--- src/rtl/rv32i_wb_pkg.sv ---
// Shared types and default sizes for the RV32I write-back arbiter.
// The load-queue entry layout is fixed by the default widths below.
package rv32i_wb_pkg;

   localparam int XLEN_DEF     = 32;
   localparam int AW_DEF       = 5;
   localparam int LQ_DEPTH_DEF = 4;

   // Register x0 is hard-wired to zero and must never be written.
   localparam logic [AW_DEF-1:0] X0 = '0;

   // One buffered load response. live=0 means a younger ALU write to the
   // same register has superseded it; it still occupies a slot until popped.
   typedef struct packed {
      logic [AW_DEF-1:0]   rd;
      logic [XLEN_DEF-1:0] data;
      logic                live;
   } lq_entry_t;

endpackage

--- src/rtl/rv32i_wb_lq.sv ---
// Circular load queue for the write-back arbiter. Supports one push and one
// pop per cycle plus a broadside kill that clears live on every entry whose
// rd matches kill_rd_i. push_killed_i enqueues an entry already superseded.
module rv32i_wb_lq
   import rv32i_wb_pkg::*;
#(
   parameter int DEPTH = LQ_DEPTH_DEF
) (
   input  logic                        clk,
   input  logic                        rst,
   input  logic                        push_i,
   input  logic [AW_DEF-1:0]           push_rd_i,
   input  logic [XLEN_DEF-1:0]         push_data_i,
   input  logic                        push_killed_i,
   input  logic                        pop_i,
   input  logic                        kill_en_i,
   input  logic [AW_DEF-1:0]           kill_rd_i,
   output lq_entry_t                   head_o,
   output logic                        empty_o,
   output logic                        full_o,
   output logic [$clog2(DEPTH+1)-1:0]  count_o
);

   localparam int PW = $clog2(DEPTH);
   localparam int CW = $clog2(DEPTH+1);

   lq_entry_t         mem_q [DEPTH];
   logic [PW-1:0]     head_q;
   logic [PW-1:0]     tail_q;
   logic [CW-1:0]     count_q;

   // Pointer and occupancy bookkeeping; DEPTH is a power of two so pointers wrap naturally.
   always_ff @(posedge clk or posedge rst) begin
      // NOTE: sequential state uses non-blocking assignments so every register
      // samples the pre-edge values of the others, independent of statement order.
      if (rst) begin
         head_q  <= '0;
         tail_q  <= '0;
         count_q <= '0;
      end else begin
         if (push_i) tail_q <= tail_q + 1'b1;
         if (pop_i)  head_q <= head_q + 1'b1;
         case ({push_i, pop_i})
            2'b10:   count_q <= count_q + 1'b1;
            2'b01:   count_q <= count_q - 1'b1;
            default: count_q <= count_q;
         endcase
      end
   end

   // Entry storage: kill matching entries, then write the pushed entry.
   always_ff @(posedge clk) begin
      // NOTE: storage is deliberately not reset; slots outside head..tail are
      // never observed, and resetting the pointers empties the queue.
      for (int i = 0; i < DEPTH; i++) begin
         if (kill_en_i && (mem_q[i].rd == kill_rd_i)) mem_q[i].live <= 1'b0;
      end
      if (push_i) begin
         mem_q[tail_q] <= '{rd: push_rd_i, data: push_data_i, live: !push_killed_i};
      end
   end

   assign head_o  = mem_q[head_q];
   assign empty_o = (count_q == '0);
   assign full_o  = (count_q == CW'(DEPTH));
   assign count_o = count_q;

endmodule

--- src/rtl/rv32i_wb_arbiter.sv ---
// Register-file write-port arbiter for the RV32I core. ALU results always
// win; load responses are queued and retired in FIFO order in free cycles.
// An ALU write to rX kills older queued loads to rX, and x0 is never written.
// Optional macro RV32I_WB_BYPASS_EN: a load accepted while the queue is empty
// and the ALU is not writing goes straight to the write port.
module rv32i_wb_arbiter
   import rv32i_wb_pkg::*;
#(
   parameter int XLEN     = XLEN_DEF,
   parameter int AW       = AW_DEF,
   parameter int LQ_DEPTH = LQ_DEPTH_DEF
) (
   input  logic                           clk,
   input  logic                           rst,
   input  logic                           alu_valid,
   input  logic [AW-1:0]                  alu_rd,
   input  logic [XLEN-1:0]                alu_data,
   input  logic                           ld_valid,
   output logic                           ld_ready,
   input  logic [AW-1:0]                  ld_rd,
   input  logic [XLEN-1:0]                ld_data,
   output logic [AW-1:0]                  rd,
   output logic [XLEN-1:0]                din,
   output logic                           wen,
   output logic [$clog2(LQ_DEPTH+1)-1:0]  lq_count,
   output logic                           busy
);

   lq_entry_t       lq_head;
   logic            lq_empty;
   logic            lq_full;
   logic            ld_accept;
   logic            ld_live;
   logic            alu_wr;
   logic            bypass;
   logic            push;
   logic            pop;

   logic            wen_d, wen_q;
   logic [AW-1:0]   rd_d, rd_q;
   logic [XLEN-1:0] din_d, din_q;

   assign ld_ready  = !lq_full && !rst;
   assign ld_accept = ld_valid && ld_ready;
   assign ld_live   = ld_accept && (ld_rd != X0);
   assign alu_wr    = alu_valid && (alu_rd != X0);

`ifdef RV32I_WB_BYPASS_EN
   assign bypass = ld_live && lq_empty && !alu_wr;
`else
   assign bypass = 1'b0;
`endif

   // Loads to x0 and bypassed loads never occupy a slot.
   assign push = ld_live && !bypass;
   // The head retires only in ALU-idle cycles, live or killed.
   assign pop  = !alu_wr && !lq_empty;

   rv32i_wb_lq #(
      .DEPTH (LQ_DEPTH)
   ) u_lq (
      .clk           (clk),
      .rst           (rst),
      .push_i        (push),
      .push_rd_i     (ld_rd),
      .push_data_i   (ld_data),
      .push_killed_i (alu_wr && (alu_rd == ld_rd)),
      .pop_i         (pop),
      .kill_en_i     (alu_wr),
      .kill_rd_i     (alu_rd),
      .head_o        (lq_head),
      .empty_o       (lq_empty),
      .full_o        (lq_full),
      .count_o       (lq_count)
   );

   // Write-port priority: ALU, then live queue head, then bypassed load.
   always_comb begin
      // NOTE: every output of this block gets a default first so no path
      // leaves it unassigned, which would otherwise infer a latch.
      wen_d = 1'b0;
      rd_d  = rd_q;
      din_d = din_q;
      if (alu_wr) begin
         wen_d = 1'b1;
         rd_d  = alu_rd;
         din_d = alu_data;
      end else if (pop && lq_head.live) begin
         wen_d = 1'b1;
         rd_d  = lq_head.rd;
         din_d = lq_head.data;
      end else if (bypass) begin
         wen_d = 1'b1;
         rd_d  = ld_rd;
         din_d = ld_data;
      end
   end

   // Registered write port; rd/din hold their last value while wen is low.
   always_ff @(posedge clk or posedge rst) begin
      if (rst) begin
         wen_q <= 1'b0;
         rd_q  <= '0;
         din_q <= '0;
      end else begin
         wen_q <= wen_d;
         rd_q  <= rd_d;
         din_q <= din_d;
      end
   end

   assign wen  = wen_q;
   assign rd   = rd_q;
   assign din  = din_q;
   assign busy = !lq_empty;

endmodule
--- config.mk ---
export PLATFORM = sky130hd
export DESIGN_NAME = rv32i_wb_arbiter
export DESIGN_NICKNAME = d
export VERILOG_FILES = /design/src/rtl/rv32i_wb_pkg.sv /design/src/rtl/rv32i_wb_lq.sv /design/src/rtl/rv32i_wb_arbiter.sv
export SDC_FILE = /design/constraint.sdc
export NUM_CORES = 1
export LEC_CHECK = 0
export BUFFER_PORTS_ARGS = -buffer_cell sky130_fd_sc_hd__buf_2
export CAP_MARGIN = 20
export CORE_ASPECT_RATIO = 0.75
export CORE_MARGIN = 1
export CORE_UTILIZATION = 35
export DETAILED_ROUTE_END_ITERATION = 12
export HOLD_SLACK_MARGIN = 0.05
export PLACE_DENSITY = 0.62
export SLEW_MARGIN = 40
export SYNTH_ARGS = -nofsm -noshare
export SYNTH_HDL_FRONTEND = slang
export SYNTH_SLANG_ARGS = --single-unit
--- constraint.sdc ---
create_clock -name clk -period 6.55 [get_ports clk]
set_input_delay 1.31 -clock clk [delete_from_list [all_inputs] [get_ports clk]]
set_output_delay 1.31 -clock clk [all_outputs]
set_load 0.005 [all_outputs]
# Word level (Yosys, flattened, before mapping)
# Memory sizes are Yosys's and may differ from the RTL's.
# Index checks and enable logic that the tools add are counted.
# Widths: inputs -> output; s select.
# op_classes
n_mux	17
eq_ne	8
n_addsub	4
n_reduce_logical	21
# op_table
operator	count
$mux 32	2
$eq 5x5->1	5
$mux 1	12
$logic_and 1x1->1	11
$mux 5	2
$reduce_bool 5->1	2
$pmux 3 s2	1
$logic_not 1->1	5
$add 2x1->2 const B	2
$reduce_bool 2->1	2
$add 3x1->3 const B	1
$eq 3x3->1 const B	1
$logic_not 3->1	1
$sub 3x1->3 const B	1
$eq 2x1->1 const B	1
$eq 2x2->1 const B	1
# totals
output_inout_bits	43
reg_bits	45
memories	1
in_bits	78
ram_bits	152
# mem_list
name	words	width	read_ports	rd_clocked_by_memory_dff	write_ports	line	text
u_lq.mem_q	4	38	5	0	5	rv32i_wb_lq.sv:27	lq_entry_t mem_q [DEPTH];

# Depth between registers and ports, before layout
# Gate-level depths: netlist of run 1.
# logic_depth
word_depth	7
ltp_mapped	10
mapped_depth_nobuf	9

# Hierarchy
# Synthesis of run 1 repeated with hierarchy kept, for this count alone.
# unflattened
cells_unflattened	413
area_unflattened_um2	8156.6
# modules_own_cells
module	area_per_inst_um2	cells_per_inst	instances
rv32i_wb_lq	6193.4	268	1
rv32i_wb_arbiter	1963.1	145	1

# Worst setup path after synthesis of run 1
# No wires, ideal clock.
# synth_path
kind	input-to-reg
from	input alu_rd[1]
to	register u_lq.count_q[1] (netlist: u_lq.count_o[1])
setup_slack_ns	3.191
setup_ns	0.125
cell_stages	7
required_time_ns	6.425
arrival_time_ns	3.234
cell_sequence	buf_2 -> or4_4 -> o21ai_4 -> and2_1 -> ha_1 -> fa_1 -> mux2_2
# synth_between
elab_chain_cells	6
elab_cells_between_ends	8
cone_classes	eq/ne: 2; mux: 1; reduce/logical: 5
# synth_rtl
item	line	text
start, declared	rv32i_wb_arbiter.sv:16	input logic [AW-1:0] alu_rd,
$reduce_bool 5->1 (*)	rv32i_wb_arbiter.sv:46	assign alu_wr = alu_valid && (alu_rd != X0);
$logic_and 1x1->1 (*)	rv32i_wb_arbiter.sv:46	
$logic_not 1->1 (*)	rv32i_wb_arbiter.sv:57	assign pop = !alu_wr && !lq_empty;
$logic_and 1x1->1 (*)	rv32i_wb_arbiter.sv:57	
named net pop	rv32i_wb_arbiter.sv:37	logic pop;
$eq 2x1->1 / $eq 2x2->1 (equally long branches)	rv32i_wb_lq.sv:43	case ({push_i, pop_i})
$pmux 3 s2 / $reduce_bool 2->1 (equally long branches)	--	
end signal, assigned	rv32i_wb_lq.sv:44	2'b10: count_q <= count_q + 1'b1;
end signal, assigned	rv32i_wb_lq.sv:45	2'b01: count_q <= count_q - 1'b1;
end signal, assigned	rv32i_wb_lq.sv:46	default: count_q <= count_q;
end, declared	rv32i_wb_lq.sv:30	logic [CW-1:0] count_q;
# Mark *: on every way through the listed nets, which the timed path passes. The rest lies on a longest branch.
# A chain may end at the register's enable or synchronous reset.

# Final worst setup path of run 1
# layout_path
from	input ld_rd[1]
to	register u_lq.count_q[1] (netlist: u_lq.count_o[1])
# layout_between
elab_chain_cells	4
elab_cells_between_ends	6
cone_classes	eq/ne: 2; mux: 1; reduce/logical: 3
# layout_rtl
item	line	text
start, declared	rv32i_wb_arbiter.sv:20	input logic [AW-1:0] ld_rd,
$reduce_bool 5->1 (*)	rv32i_wb_arbiter.sv:45	assign ld_live = ld_accept && (ld_rd != X0);
$logic_and 1x1->1 (*)	rv32i_wb_arbiter.sv:45	
$eq 2x1->1 / $eq 2x2->1 (equally long branches)	rv32i_wb_lq.sv:43	
$pmux 3 s2 / $reduce_bool 2->1 (equally long branches)	--	
# Mark *: on every way between the ends. The rest lies on a longest branch, timed or not.

==> impl_results.md, run 1 <==
- Required @ worst endpoint: between 6 and 7 ns
- Top sig layer: met5
- Detailed Route Iter0 Violations: a little under 300
- Clock Pin Slew Worst Setup and Hold Paths: ~0.070 ns
- DRC viols: 0
- Unique cell type count in the Yosys netlist: 26
- Met2 WL: ~7.3 mm
- RSZ-0062 raised after global routing: no
- WL per Instance: roughly 18 µm
- Max Cap Viol: 0
- Post_cts resized: 0
- H-tree depth: 4
- Commonest non-fill, non-tap cells in the layout: edfxtp_1 (152), buf_2 (120), dfrtp_1 (43)
- Post-Syn Nets: roughly 530
- DR vias/cell: approximately 4.8
- Post-Syn Area: around 8000 µm²
- Final WS setup: around 3.5 ns
- Largest net degree at the start of global routing: 82
- CP Launch Point: ld_rd[1]
- TNS Setup: 0 ns
- Met3 WL: around 910 µm
- First-pass GRT wire length: ~25 mm
- CTS Hold Bufs: 0
- Top-level I/O count: 121
- Layout cells sized above 1: 0.3529
- Pwr dens: approximately 400 nW/µm²
- FF+latch count, synth: between 150 and 200
- Status: complete, no violations
- Die H: ~130 µm
- Clock Skews: approximately 0.014 ns
- Dpl ws: 3.025 ns
- Hold Startpoint: u_lq.count_o[2]
- Final layout net count: 649
- DRT Pass-1 Iters: 5
- Final period util: 0.4703
- Fin. max-slew vios: 0
- CTS tree: yes
- F_max: between 0.3 and 0.4 GHz
- Endpoint type of the worst setup path: register
- I/O Buffers: 120
- Num rows: 47
- Antenna viol nets, final: 0
- Dpl hpwl: 10.03 mm
- Routability cong.: 0.7863
- Synthesized instance count: 449
- Final hold viol count: 0
- Core area: 22230 µm²
- Routed vias: 4176
- CP Launch Type: primary input
- Minimum clock period: 3.081 ns
- CP Max Fanout: 15
- Worst slew pin tran: around 0.63 ns
- Worst vdd ir: 0.1634 mV
- WS Path Type: in2reg
- Crit-path max cell delay: ~0.52 ns
- Final instance area: ~9400 µm²
- Area after DPL: slightly below 9000 µm²
- Starting Density: 0.3594
- Slew headroom: 0.5818
- Arr. time, crit path: ~3.4 ns
- Finish-stage setup viols: 0
- Reg-to-Reg Start: u_lq.head_q[0]
- Clock latency on the worst-skew pair: approximately 0.43 ns
- Slowest CP cell: or4_1
- Clock Tree Buf Depth: 2
- Static Leak: about 3.5 nW
- Sequential share of the synthesized area: 0.7123
- Remaining global-route overflow: 0
- Layout area overhead: 18.15%
- Root Buffer: clkbuf_16
- # fillers: slightly below 2000
- Most common cell after layout, fill and taps aside: edfxtp_1
- Number of antenna violations at the first check in global routing: 3
- Post-CTS setup buffer count: 0
- Top Family by Delay on Critical Path: adder cells
- All-Layer GR Usage: 0.1451
- Clock Sinks: 197
- Crit path buffers/inverters: 2
- Die X: approximately 180 µm
- Post-Route WL: between 15 and 20 mm
- CP cell instances: buf_2 > or4_1 > o211a_1 > inv_1 > ha_1 > fa_1 > mux2_2
- Total CTS buffers: 17
- Syn Area/Cell: about 18 µm²
- Metal1 wirelength: 7.662 mm
- Vias in the first global route: around 4400
- Yosys warnings: 0
- Hold WC Path Type: reg2reg
- Full die area: ~23000 µm²
## metal layers
layer | vias up | GRT usage
met5 | - | 0
met4 | 2 | 0.04981
met3 | 16 | 0.04023
met2 | 103 | 0.2257
met1 | 2091 | 0.1958
li1 | 1964 | -
## cell type report
cell class	count	area (µm²)	area share
inverter	4	17.52	0.001856
sequential	197	5698	0.6037
multi-input combinational	222	2160	0.2288
clock buffer	17	425.4	0.04507
antenna	2	5.005	0.0005302
timing repair buffer	123	639.4	0.06774
tap	294	367.9	0.03897
clock inverter	15	126.4	0.01339
## report_power, final
part           switching [mW]  internal [mW]  leakage [nW]
logic                   0.479          0.556          1.33
clock network           0.473          0.495         0.266
registers               0.183           1.57          1.88
## cell families (layout without fill, tap and decap cells)
family | after synthesis | in the layout | share of synthesized area
flops | 197 | 197 | 0.7123
mux | 77 | 77 | 0.1563
simple gates | 64 | 64 | 0.03665
compound gates | 44 | 44 | 0.03148
xor+xnor | 31 | 31 | 0.03399
buf+inv | 30 | 159 | 0.01895
fa+ha+maj | 6 | 6 | 0.01034
other cells | 0 | 2 | 0
## per-stage QoR
stage,utilization,hold slack [ns],cells,power (mW)
after floorplan,-,0.4959,449,2.492
after detailed placement,0.3994,0.5054,840,2.850
final,0.4246,0.5197,874,3.761
after global routing,0.4244,0.5627,872,3.972
after CTS,0.4242,0.5200,872,3.817
after global placement,0.3981,0.4857,839,2.798
## worst reg2reg max path, cell delays in order (launching register included)
cell     delay [ns]
dfrtp_4        0.72
buf_12         0.27
mux4_2         0.55
nand2_2        0.41
buf_4          0.50
mux2i_1        0.29
a21oi_1        0.10
## worst paths after layout
| path | to | slack [ns] | depth (start not counted) |
|---|---|---|---|
| max in group asynchronous | u_lq.head_q[1] | 5.10 | 2 |
| hold reg to reg | u_lq.count_o[2] | 0.52 | 1 |
| hold / removal | u_lq.count_o[2] | 0.52 | 1 |
| min in group asynchronous | rd[2] | 0.97 | 2 |
| setup / recovery | u_lq.count_o[1] | 3.47 | 7 |
| setup reg to reg | din[23] | 3.56 | 6 |
## registers in the layout, summed over array words and instances (netlist names)
register,count
din,32
rd,5
u_lq.count_o,3
u_lq.head_q,2
u_lq.mem_q,152
u_lq.tail_q,2
wen,1
## cells in the mapped netlist
cell	number	area, µm²
and3_1	4	25.02
or4_4	1	11.26
and2_1	5	31.28
or3_1	1	6.260
o2bb2ai_1	4	35.03
edfxtp_1	152	4564
xor2_1	16	140.1
mux2i_1	37	370.4
o211a_1	1	10.01
nor2_1	39	146.4
mux4_2	38	855.8
ha_1	5	62.56
or4_1	2	15.01
fa_1	1	20.02
dfrtp_1	45	1126
buf_4	5	37.54
o21ai_4	1	16.27
nand2_1	2	7.510
buf_2	16	80.08
xnor2_1	15	131.4
nor3_1	4	20.02
a21oi_1	38	190.2
mux2_2	2	22.52
inv_1	4	15.01
nand3_1	6	30.03
clkbuf_1	5	18.77
No activity file was read; power rests on OpenSTA's default activity.
==> inputs of run 2 (changes only) <==
ABC_AREA = 1   (was unset)
PLACE_DENSITY = 0.64   (was 0.62)
clock period = 2.54 ns   (was 6.55 ns; I/O delays follow)
==> run 2 against run 1 <==
Largest cell class unchanged; setup slack lost 3.1 ns; sequential power grew to 2.5 times the previous value; power grew to 2.9 times the previous value; largest power group unchanged; synthesized cell count grew 120%; final cell count grew 69%; via count grew 63%; wire length grew 42%; worst hold slack lost 0.40 ns; final area grew 15%; die area grew 16%; area after synthesis grew 16%; combinational power grew to 3.5 times the previous value.
==> impl_results.md, run 2 <==
- Final instance area: 10830 µm² (+15%)
- CTS Hold Bufs: 0 (unchanged)
- First-pass GRT wire length: 35.25 mm (+41%)
- Number of synthesized flops with an enable pin: 152 (unchanged)
- Clock Sinks: 197 (unchanged)
- Fin util: 0.4159 (-0.008685)
- RSZ-0062 raised after global routing: no
- Dpl ws: 0.08801 ns (-2.937 ns)
- Internal power: 6.919 mW (+160%)
- All-Layer GR Usage: 0.1735 (+0.02839)
- I/O Buffers: 120 (unchanged)
- Top_reg_cell synth: edfxtp_1
- Num rows: 51 (+8.5%)
- CP Launch Type: register
- Combinational share of power: 0.335 (+0.060)
- Final WS setup: 0.3761 ns (-3.093 ns)
- Post-synth ARST share: 0.2284 (unchanged)
- Vias in the first global route: 6327 (+44%)
- Status: complete, no violations
- Starting Density: 0.3574 (-0.001984)
- Max reg flops: 152 (unchanged)
- Final hold viol count: 0 (unchanged)
- DRC viols: 0 (unchanged)
- CTS tree: yes
- Max Cap Viol: 0 (unchanged)
- Number of antenna violations at the first check in global routing: 2 (-1)
- Full die area: 27250 µm² (+16%)
- Area after DPL: 10220 µm² (+15%)
- Top-level I/O count: 121 (unchanged)
- Clock Skews: 0.01233 ns (-0.001584 ns)
- Post_cts resized: 0 (unchanged)
- Most common cell after layout, fill and taps aside: nand2_1
- Slew headroom: 0.6290 (+0.04720)
- Synth top area share: 0.4905 (-0.08082)
- Routed vias: 6788 (+63%)
- Die X: 190.3 µm (+7.8%)
- Syn Area/Cell: 9.305 µm² (-48%)
- Pwr dens: 1000 nW/µm² (+150%)
- Hold WC Path Type: in2async
- H-tree depth: 4 (unchanged)
- Synth area leader: edfxtp_1
- Most common cell in the synthesized netlist: nand2_1
- Root Buffer: clkbuf_16
- Endpoint type of the worst setup path: register
- Post-Route WL: 22.88 mm (+42%)
- WL per Instance: 15.53 µm (-16%)
- Sequential share of the synthesized area: 0.6115 (-0.1008)
- Clock latency on the worst-skew pair: 0.43 ns (about the same)
- Unique cell type count in the Yosys netlist: 23 (-12%)
- Post-Syn Nets: 1084 (+100%)
- Worst slew pin tran: 0.5556 ns (-0.07161 ns)
- FF+latch count, synth: 197 (unchanged)
- F_max: around 0.46 GHz
- Minimum clock period: 2.164 ns
- Clock Pin Slew Worst Setup and Hold Paths: 0.07 ns (about the same)
- Post-CTS setup buffer count: 0 (unchanged)
- Largest net degree at the start of global routing: 78 (-4.9%)
- Largest register by flop count: u_lq.mem_q
- Routability cong.: 0.7916 (+0.67%)
- Remaining global-route overflow: 0 (unchanged)
- Detailed Route Iter0 Violations: 494 (+66%)
- Top cells by count, synth: nand2_1 (363), inv_1 (167), nand3_1 (156), edfxtp_1 (152), dfrtp_1 (45)
- Dpl hpwl: 14.42 mm (+44%)
- Fin. max-slew vios: 0 (unchanged)
- Final layout net count: 1196 (+84%)
- WS Path Type: reg2reg
- Synthesized instance count: 1000 (+120%)
- Required @ worst endpoint: 2.86 ns (-4.01 ns)
- CP Max Fanout: 4 (-11)
- Layout cells sized above 1: 0.1680 (-0.1849)
- Post-Syn Area: 9305 µm² (+16%)
- Clock Power Share: 0.255 (-0.002)
- Synth area leaders: edfxtp_1 (49%), nand2_1 (15%), dfrtp_1 (12%), nand3_1 (8.4%), inv_1 (6.7%)
- Static Leak: 5.285 nW (+52%)
- Antenna viol nets, final: 0 (unchanged)
- DR vias/cell: 4.608 (-3.6%)
- Share of power burned in registers: 0.410 (-0.057)
- DRT Pass-1 Iters: 5 (unchanged)
- TNS Setup: 0 ns (unchanged)
- Arr. time, crit path: 2.48 ns (-0.92 ns)
- Finish-stage setup viols: 0 (unchanged)
- Yosys warnings: 0 (unchanged)
- Layout area overhead: 16.38%
- Worst vdd ir: 0.5310 mV (+230%)
- Core area: 26040 µm² (+17%)
- Switch Pwr: 3.915 mW (+240%)
- Final period util: 0.8519
- Total CTS buffers: 17 (unchanged)
- Die H: 143.2 µm (+7.8%)
- Commonest non-fill, non-tap cells in the layout: nand2_1 (363), inv_1 (160), nand3_1 (155)
- Switch share: 0.3613 (+0.05960)
- Clock Tree Buf Depth: 2 (unchanged)
run 2: cell count changes after synthesis, moves of 5 or more:
cell     delta
buf_4      +10
nor2_1     -27
xor2_1      -6
nand3_1   +150
a21oi_1    -31
inv_1     +163
mux4_2     -38
buf_6      +10
mux2i_1    -37
buf_2       +6
nand2_1   +361
and2_1      -5
run 2: cell type report:
cell class,count,area (µm²)
Sequential cell,197,5693
Multi-Input combinational cell,582,2631
Tap cell,344,430.4
Antenna cell,4,10.01
Timing Repair Buffer,147,840.8
Clock buffer,19,442.9
Inverter,167,626.9
Clock inverter,13,153.9
Fill cell,2535,15210
run 2: power groups by stage:
| stage | Combinational (mW) | Sequential, mW | Clock [mW] |
|---|---|---|---|
| 6_report | 3.63 | 4.44 | 2.76 |
| 5_1_grt | 4.11 | 4.51 | 2.93 |
| 4_1_cts | 3.68 | 4.45 | 2.81 |
| 3_5_place_dp | 3.66 | 4.51 | 0 |
| 3_3_place_gp | 3.59 | 4.50 | 0 |
| 2_1_floorplan | 2.48 | 4.44 | 0 |
run 2: per-layer routing:
| metal | wire length [µm] | vias to the layer above | share of wire | GRT usage |
|---|---|---|---|---|
| li1 | - | 3374 | - | - |
| met1 | 10720 | 3196 | 0.47 | 0.2322 |
| met2 | 10460 | 195 | 0.46 | 0.2778 |
| met3 | 1443 | 23 | 0.063 | 0.04645 |
| met4 | 259 | 0 | 0.011 | 0.04589 |
| met5 | 0 | - | 0 | 0 |
run 2: cell families after synthesis:
group / count (synthesis) / share of synthesized area
multiplexers: 1 / 0.001210
flip-flops: 197 / 0.6115
AO/OA/AOI/OAI: 10 / 0.005378
buffers and inverters: 221 / 0.1062
AND/OR/NAND/NOR: 539 / 0.2423
XOR/XNOR: 26 / 0.02447
adder cells (fa/ha/maj): 6 / 0.008875
run 2: through the flow:
step / hold slack [ns] / instances / total power [mW]
after floorplan: 0.4980 / 1000 / 6.919
after global placement: 0.4870 / 1437 / 8.086
after detailed placement: 0.4933 / 1437 / 8.166
after CTS: 0.1188 / 1469 / 10.94
after global routing: 0.1444 / 1470 / 11.55
final: 0.1203 / 1473 / 10.83
run 2: final timing paths:
path,start,end,slack (ns),cells past startpoint
setup reg to reg,u_lq.count_o[0],u_lq.count_o[2],0.38,9
setup / recovery,u_lq.count_o[0],u_lq.count_o[2],0.38,9
max in group asynchronous,rst,u_lq.head_q[1],1.85,3
min in group clk,ld_data[8],u_lq.mem_q[0][9],0.29,1
hold reg to reg,din[23],din[23],0.51,2
hold / removal,rst,u_lq.tail_q[1],0.12,2
run 2: worst max-delay path: stages (launching register included):
cell     delay (ns)
dfrtp_1        0.44
nor2_1         0.16
nand2_1        0.17
nand2_1        0.19
inv_1          0.07
ha_1           0.22
fa_1           0.40
a21oi_1        0.13
o21ai_0        0.11
xor2_1         0.15
